==> src/rtl/ifft4.sv <==
// ifft4: four-point radix-2 inverse FFT, two time-multiplexed butterfly stages,
// optional 1/4 scaling, start/done handshake.
module ifft4 #(
    parameter int WIDTH = 32,
    parameter bit SCALE = 1'b1
) (
    input  logic             clk,
    input  logic             rst,
    input  logic             start,
    input  logic [WIDTH-1:0] in0,
    input  logic [WIDTH-1:0] in1,
    input  logic [WIDTH-1:0] in2,
    input  logic [WIDTH-1:0] in3,
    output logic             busy,
    output logic             done,
    output logic [WIDTH-1:0] out0,
    output logic [WIDTH-1:0] out1,
    output logic [WIDTH-1:0] out2,
    output logic [WIDTH-1:0] out3
);
    localparam int H = WIDTH / 2;
    localparam int I = H + 2;

    typedef enum logic [1:0] {IDLE, S1, S2} state_t;

    state_t              r_state, w_next;
    logic [WIDTH-1:0]    r_x   [4];
    logic [WIDTH-1:0]    r_out [4];
    logic signed [I-1:0] w_xr  [4];
    logic signed [I-1:0] w_xi  [4];
    logic signed [I-1:0] r_er  [2];
    logic signed [I-1:0] r_ei  [2];
    logic signed [I-1:0] r_or  [2];
    logic signed [I-1:0] r_oi  [2];
    logic signed [I-1:0] w_yr  [4];
    logic signed [I-1:0] w_yi  [4];
    logic                r_done;

    function automatic logic [H-1:0] fit(input logic signed [I-1:0] y);
        return SCALE ? y[I-1:2] : y[H-1:0];
    endfunction

    for (genvar k = 0; k < 4; k++) begin : g_ext
        assign w_xr[k] = I'($signed(r_x[k][WIDTH-1:H]));
        assign w_xi[k] = I'($signed(r_x[k][H-1:0]));
    end

    // Inverse twiddle: e1 +/- j*o1, with j*(a+jb) = -b + ja
    assign w_yr[0] = r_er[0] + r_or[0];
    assign w_yi[0] = r_ei[0] + r_oi[0];
    assign w_yr[2] = r_er[0] - r_or[0];
    assign w_yi[2] = r_ei[0] - r_oi[0];
    assign w_yr[1] = r_er[1] - r_oi[1];
    assign w_yi[1] = r_ei[1] + r_or[1];
    assign w_yr[3] = r_er[1] + r_oi[1];
    assign w_yi[3] = r_ei[1] - r_or[1];

    always_comb begin
        w_next = (r_state == IDLE) ? (start ? S1 : IDLE) : (r_state == S1) ? S2 : IDLE;
    end

    always_ff @(posedge clk or posedge rst) begin
        if (rst) r_state <= IDLE;
        else     r_state <= w_next;
    end

    always_ff @(posedge clk or posedge rst) begin
        if (rst) begin
            for (int i = 0; i < 4; i++) begin
                r_x[i]   <= '0;
                r_out[i] <= '0;
            end
            for (int i = 0; i < 2; i++) begin
                r_er[i] <= '0;
                r_ei[i] <= '0;
                r_or[i] <= '0;
                r_oi[i] <= '0;
            end
            r_done <= 1'b0;
        end else begin
            r_done <= (r_state == S2);
            if (r_state == IDLE && start) begin
                r_x[0] <= in0;
                r_x[1] <= in1;
                r_x[2] <= in2;
                r_x[3] <= in3;
            end
            if (r_state == S1) begin
                r_er[0] <= w_xr[0] + w_xr[2];
                r_er[1] <= w_xr[0] - w_xr[2];
                r_or[0] <= w_xr[1] + w_xr[3];
                r_or[1] <= w_xr[1] - w_xr[3];
                r_ei[0] <= w_xi[0] + w_xi[2];
                r_ei[1] <= w_xi[0] - w_xi[2];
                r_oi[0] <= w_xi[1] + w_xi[3];
                r_oi[1] <= w_xi[1] - w_xi[3];
            end
            if (r_state == S2)
                for (int i = 0; i < 4; i++) r_out[i] <= {fit(w_yr[i]), fit(w_yi[i])};
        end
    end

    assign busy = (r_state != IDLE);
    assign done = r_done;
    assign out0 = r_out[0];
    assign out1 = r_out[1];
    assign out2 = r_out[2];
    assign out3 = r_out[3];
endmodule

==> config.mk <==
export PLATFORM = sky130hd
export DESIGN_NAME = ifft4
export DESIGN_NICKNAME = d
export VERILOG_FILES = /design/src/rtl/ifft4.sv
export SDC_FILE = /design/constraint.sdc
export NUM_CORES = 1
export LEC_CHECK = 0
export ABC_AREA = 1
export CAP_MARGIN = 0
export CORE_ASPECT_RATIO = 1.25
export CORE_MARGIN = 2
export CORE_UTILIZATION = 60
export DETAILED_ROUTE_END_ITERATION = 8
export PLACE_DENSITY = 0.86
export SETUP_SLACK_MARGIN = 0.05
export SLEW_MARGIN = 5
export SYNTH_ARGS = -nofsm -noshare
export SYNTH_HDL_FRONTEND = slang
export SYNTH_SLANG_ARGS = --single-unit
==> constraint.sdc <==
create_clock -name clk -period 30.6 [get_ports clk]
set_clock_uncertainty 0.1 [all_clocks]
set_input_delay 9.18 -clock clk [delete_from_list [all_inputs] [get_ports clk]]
set_output_delay 9.18 -clock clk [all_outputs]
set_load 0.01 [all_outputs]
[After elaboration in Yosys (flattened, before gate mapping)]
Index checks and enable logic that the tools add are counted.
Storage, ports and cells
  register bits after elaboration: 403
  bits of input ports: 131
  output and inout port bits: 130
Cells by class
  add/subtract/negate cells: 16
  eq/ne operators: 2
  muxes and demuxes: 3
  reduce and logical (&&, ||, !) cells: 3
Operators by type and width (count)
  18-bit adder: 4
  18-bit subtractor: 4
  16-bit by 16-bit adder with 17-bit output: 4
  16-bit by 16-bit subtractor with 17-bit output: 4
  2-bit 2-to-1 mux: 2
  2-bit by 1-bit == test with 1-bit output, second input constant: 1
  2-bit == test, second input constant: 1
  2-bit zero test: 1
  2-bit nonzero test: 1
  1-bit logical AND: 1
  1-bit 2-to-1 mux: 1

[Depth between registers and ports, before layout]
  word-level depth: 3
  gate-level depth with buffers: 15
  gate-level depth less buffers: 14

[Least setup slack after synthesis]
No wires, ideal clock.
  path kind: input -> register
  start point: input port start
  end point: register r_x[19] (netlist name)
  data arrival time: 9.830 ns
  path slack: 20.540 ns
  cell stages on the path: 6
  buffers on the path: 2
  cells stage by stage: nand2_1 -> inv_2 -> buf_4 -> buf_2 -> nand2_1 -> o21ai_0
Between the ends
  longest elaborated chain between the ends: 1
Ends and longest elaborated chain
  start, declared: RTL line 9  | input logic start,
  1-bit logical AND: RTL line 82  | if (r_state == IDLE && start) begin
  end, declared: RTL line 27  | logic [WIDTH-1:0] r_x [4];
No other way between the ends.
A chain may end at the register's enable or synchronous reset.

[Final worst setup path]
  start point: input port start
  end point: register r_x[17] (netlist name)
Same word-level chain as after synthesis.

==> results.yml <==
run_status:
  outcome: "finished clean"
cts:
  clockBufferDepth: 3
  htreeDepth: 2
  cts_inserted_buffers: 40
  path_clk_slew_ns: 0.06
  cts_setup_buffers: 0
  numClockSinks: 391
  cells_resized_by_post_cts_repair: 0
  cts_root_buf: "sky130_fd_sc_hd__clkbuf_16"
  count_of_hold_fix_buffers_inserted_at_cts: 0
  clkLatencyLatePin_ns: 0.58
  tritoncts: "built"
worst_setup_path:
  worstSetupStartpointType: "input pin"
  path_cells: "clkdlybuf4s50_1, nand2_2, buf_4, inv_6, buf_4, nand2_1, o21ai_0"
  setup.worst_path.class: "in -> reg"
  timing.rr.start: "r_state[1]$_DFF_PP0_"
  slowest_stage: "sky130_fd_sc_hd__buf_4"
  critical_path_sink_type: "flop"
  cp_common_cell: "sky130_fd_sc_hd__buf_4"
  worst-r2r-setup-slack_ns: 27.31
  critical_path_required_ns: 30.97
  path_max_fanout: 117
  cp_data_arrival_time_ns: 11.78
  setup.worst_path.start: "start"
  crit_path_max_incr_delay_ns: 0.88
sta:
  postLayoutSetupSlackWorst_ns: 19.18
  final_number_of_setup_violating_endpoints: 0
  finalMaxSlewViolations: 0
  setup-tns-final_ns: 0
  timing.fmax_mhz: 87.58
  rsz_0062_raised_after_global_routing: "no"
  period_needed_ns: 11.42
  maxSlewHeadroom: 0.3122
  tightestPinTransition_ns: 1.032
  finalCritPeriodShare: 0.3731
  report.final.hold_viol_count: 0
yosys:
  yosysTopAreaCellShare: 0.3399
  synth-main-ff-cell: "sky130_fd_sc_hd__dfrtp_1"
  mappedNetlistNets: 4600
  synth_async_sr_flop_share: 1.000
  synth-warning-count: 0
  synth.area.top_cells: "sky130_fd_sc_hd__dfrtp_1, sky130_fd_sc_hd__nand2_1, sky130_fd_sc_hd__ha_1"
  synth-edff-count: 0
  synth.ff_latch_count: 391
  synthesis.area_um2: 28790
  synth_cell_types: 38
  postSynthAreaPerCell_um2: 6.846
  sequential_share_of_the_synthesized_area: 0.3399
  synthesis.instances: 4205
  synth_top_area_cell: "sky130_fd_sc_hd__dfrtp_1"
layout:
  nets: 4747
  layout.area.seq_um2: 9784
  final_core_utilization: 0.6922
  most_frequent_standard_cell_in_the_layout_excluding_fill_and_tap_cells: "sky130_fd_sc_hd__nand2_1"
  layout-drive-gt1-share: 0.04180
  final_cell_count_no_fill: 5015
  multi_input_gate_area_in_the_final_layout_um2: 16330
  leading_cell_types_in_the_layout_fill_and_taps_excluded: "sky130_fd_sc_hd__nand2_1, sky130_fd_sc_hd__inv_1, sky130_fd_sc_hd__dfrtp_1"
  synthToLayoutAreaGrowth_pct: 13.80
  fillerInstances: 4115
  n_antenna_cell: 0
routing:
  antenna_violating_nets_post_route: 0
  via_per_inst: 5.583
  first_iter_violations: 2656
  drt_drc_violations_left: 0
  wirelength_mm: 84.69
  routedLengthMet1_mm: 37.61
  met2_wirelength_mm: 38.30
  met3_wirelength_mm: 6.194
  route.top_layer_used: "met4"
  drt_first_pass_iters: 5
  routed_wire_length_per_instance_um: 16.89
  num_vias: 28000
pwr:
  p_per_area_nw_per_um2: 119.1
  seq_power_share: 0.234
  ir_worst_vdd_v: 0.00005893
  power_w: 0.003901
  p_leak_nw: 17.26
  power_frac_comb: 0.640
  clkPwrFrac: 0.126
  net-switching-power_w: 0.002036
  switching_share_of_total_power: 0.5218
  p_int_w: 0.001865
global_routing:
  grt.total_usage: 0.3398
  overflow_left_after_global_routing: 0
  grt_pass1_wl_mm: 135.3
  first_global_vias: 25720
  grt_antenna_before_repair: 1
  maximum_number_of_pins_on_one_net_before_global_route_repair: 130
flow_run:
  drv.max_cap_violation_count: 0
placement:
  placed_cells: 4947
  routabilityCongestion: 1.010
  detailed_place_hpwl_mm: 66.05
  detailedPlace.worstSlack_ns: 18.66
  place.port_buffers: 260
die:
  row_count: 89
  boundaryPins: 261
  area_of_the_core_region_um2: 47330
  die_area_um2: 49760
  die_w_um: 199.9
  dieHeight_um: 248.9
  floorplan.initialDensity: 0.6082
min_path:
  worstHoldStart: "out3[29]$_DFFE_PP0P_"
  worst_hold_path_type: "reg -> reg"
-- flip-flops by register name (all words and copies together) (netlist names), 33 cells and up --
| register | count |
|---|---|
| r_x | 128 |
| r_ei | 33 |
| r_er | 33 |
| r_oi | 33 |
| r_or | 33 |
-- metrics by stage --
stage | cell area, um^2 | hold WS [ns]
2_1_floorplan | 28790 | 0.3744
3_3_place_gp | 31470 | 0.3621
3_5_place_dp | 31470 | 0.3650
4_1_cts | 32760 | 0.3802
5_1_grt | 32760 | 0.3995
6_report | 32760 | 0.3773
-- final cells by class --
cell class                 instances  area share
tap                              637     0.02433
multi-input combinational       3154      0.4984
timing repair buffer             272     0.08219
clock buffer                      53     0.03514
sequential                       391      0.2987
clock inverter                    15    0.004316
inverter                         493     0.05695
-- routing by layer --
| metal | GRT usage | vias to the layer above |
|---|---|---|
| li1 | - | 13730 |
| met1 | 0.4910 | 13050 |
| met2 | 0.5323 | 1084 |
| met3 | 0.04265 | 137 |
| met4 | 0.1024 | 0 |
| met5 | 0 | - |
-- cells in the mapped netlist (all sizes together), types with 4 or more instances --
library cell,count
ha,256
nand4,25
nand3,382
nand3b,4
buf,132
a31oi,10
and2,4
o21a,6
nor4,10
a21oi,260
o21ai,303
nand2,1398
nor2,311
fa,8
o21bai,51
clkbuf,35
dfrtp,391
xor2,53
inv,493
o22ai,7
nor3,45
a21o,14
-- final timing paths --
check	to	cells past startpoint
hold reg to reg	out3[29]$_DFFE_PP0P_	2
setup reg to reg	r_x[17]$_DFFE_PP0P_	7
min in group asynchronous	out1[15]$_DFFE_PP0P_	2
max in group asynchronous	r_er[2]$_DFFE_PP0N_	3
hold / removal	out3[29]$_DFFE_PP0P_	2
setup / recovery	r_x[17]$_DFFE_PP0P_	7
-- critical path: cells and delay by family --
| kind | cells | cell delay [ns] |
|---|---|---|
| AND/OR/NAND/NOR | 2 | 0.21 |
| AO/OA/AOI/OAI | 1 | 0.15 |
| buffers and inverters | 4 | 2.16 |
-- power groups by stage --
stage               Combinational (W)  Sequential, W  Clock [W]
CTS                           0.00245       0.000908   0.000496
floorplan                     0.00172       0.000886          0
detailed placement            0.00244       0.000914          0
global route                  0.00278       0.000934   0.000515
global placement              0.00240       0.000904          0
finish                        0.00250       0.000911   0.000491
-- kinds of logic (layout without fill, tap and decap cells) --
group / after synthesis / in the layout / share of synthesized area
fa+ha+maj: 264 / 264 / 0.1168
flops: 391 / 391 / 0.3399
buf+inv: 660 / 833 / 0.09328
simple gates: 2181 / 2181 / 0.3088
xor+xnor: 54 / 54 / 0.01643
compound gates: 655 / 655 / 0.1248
No activity file was read; power rests on OpenSTA's default activity.
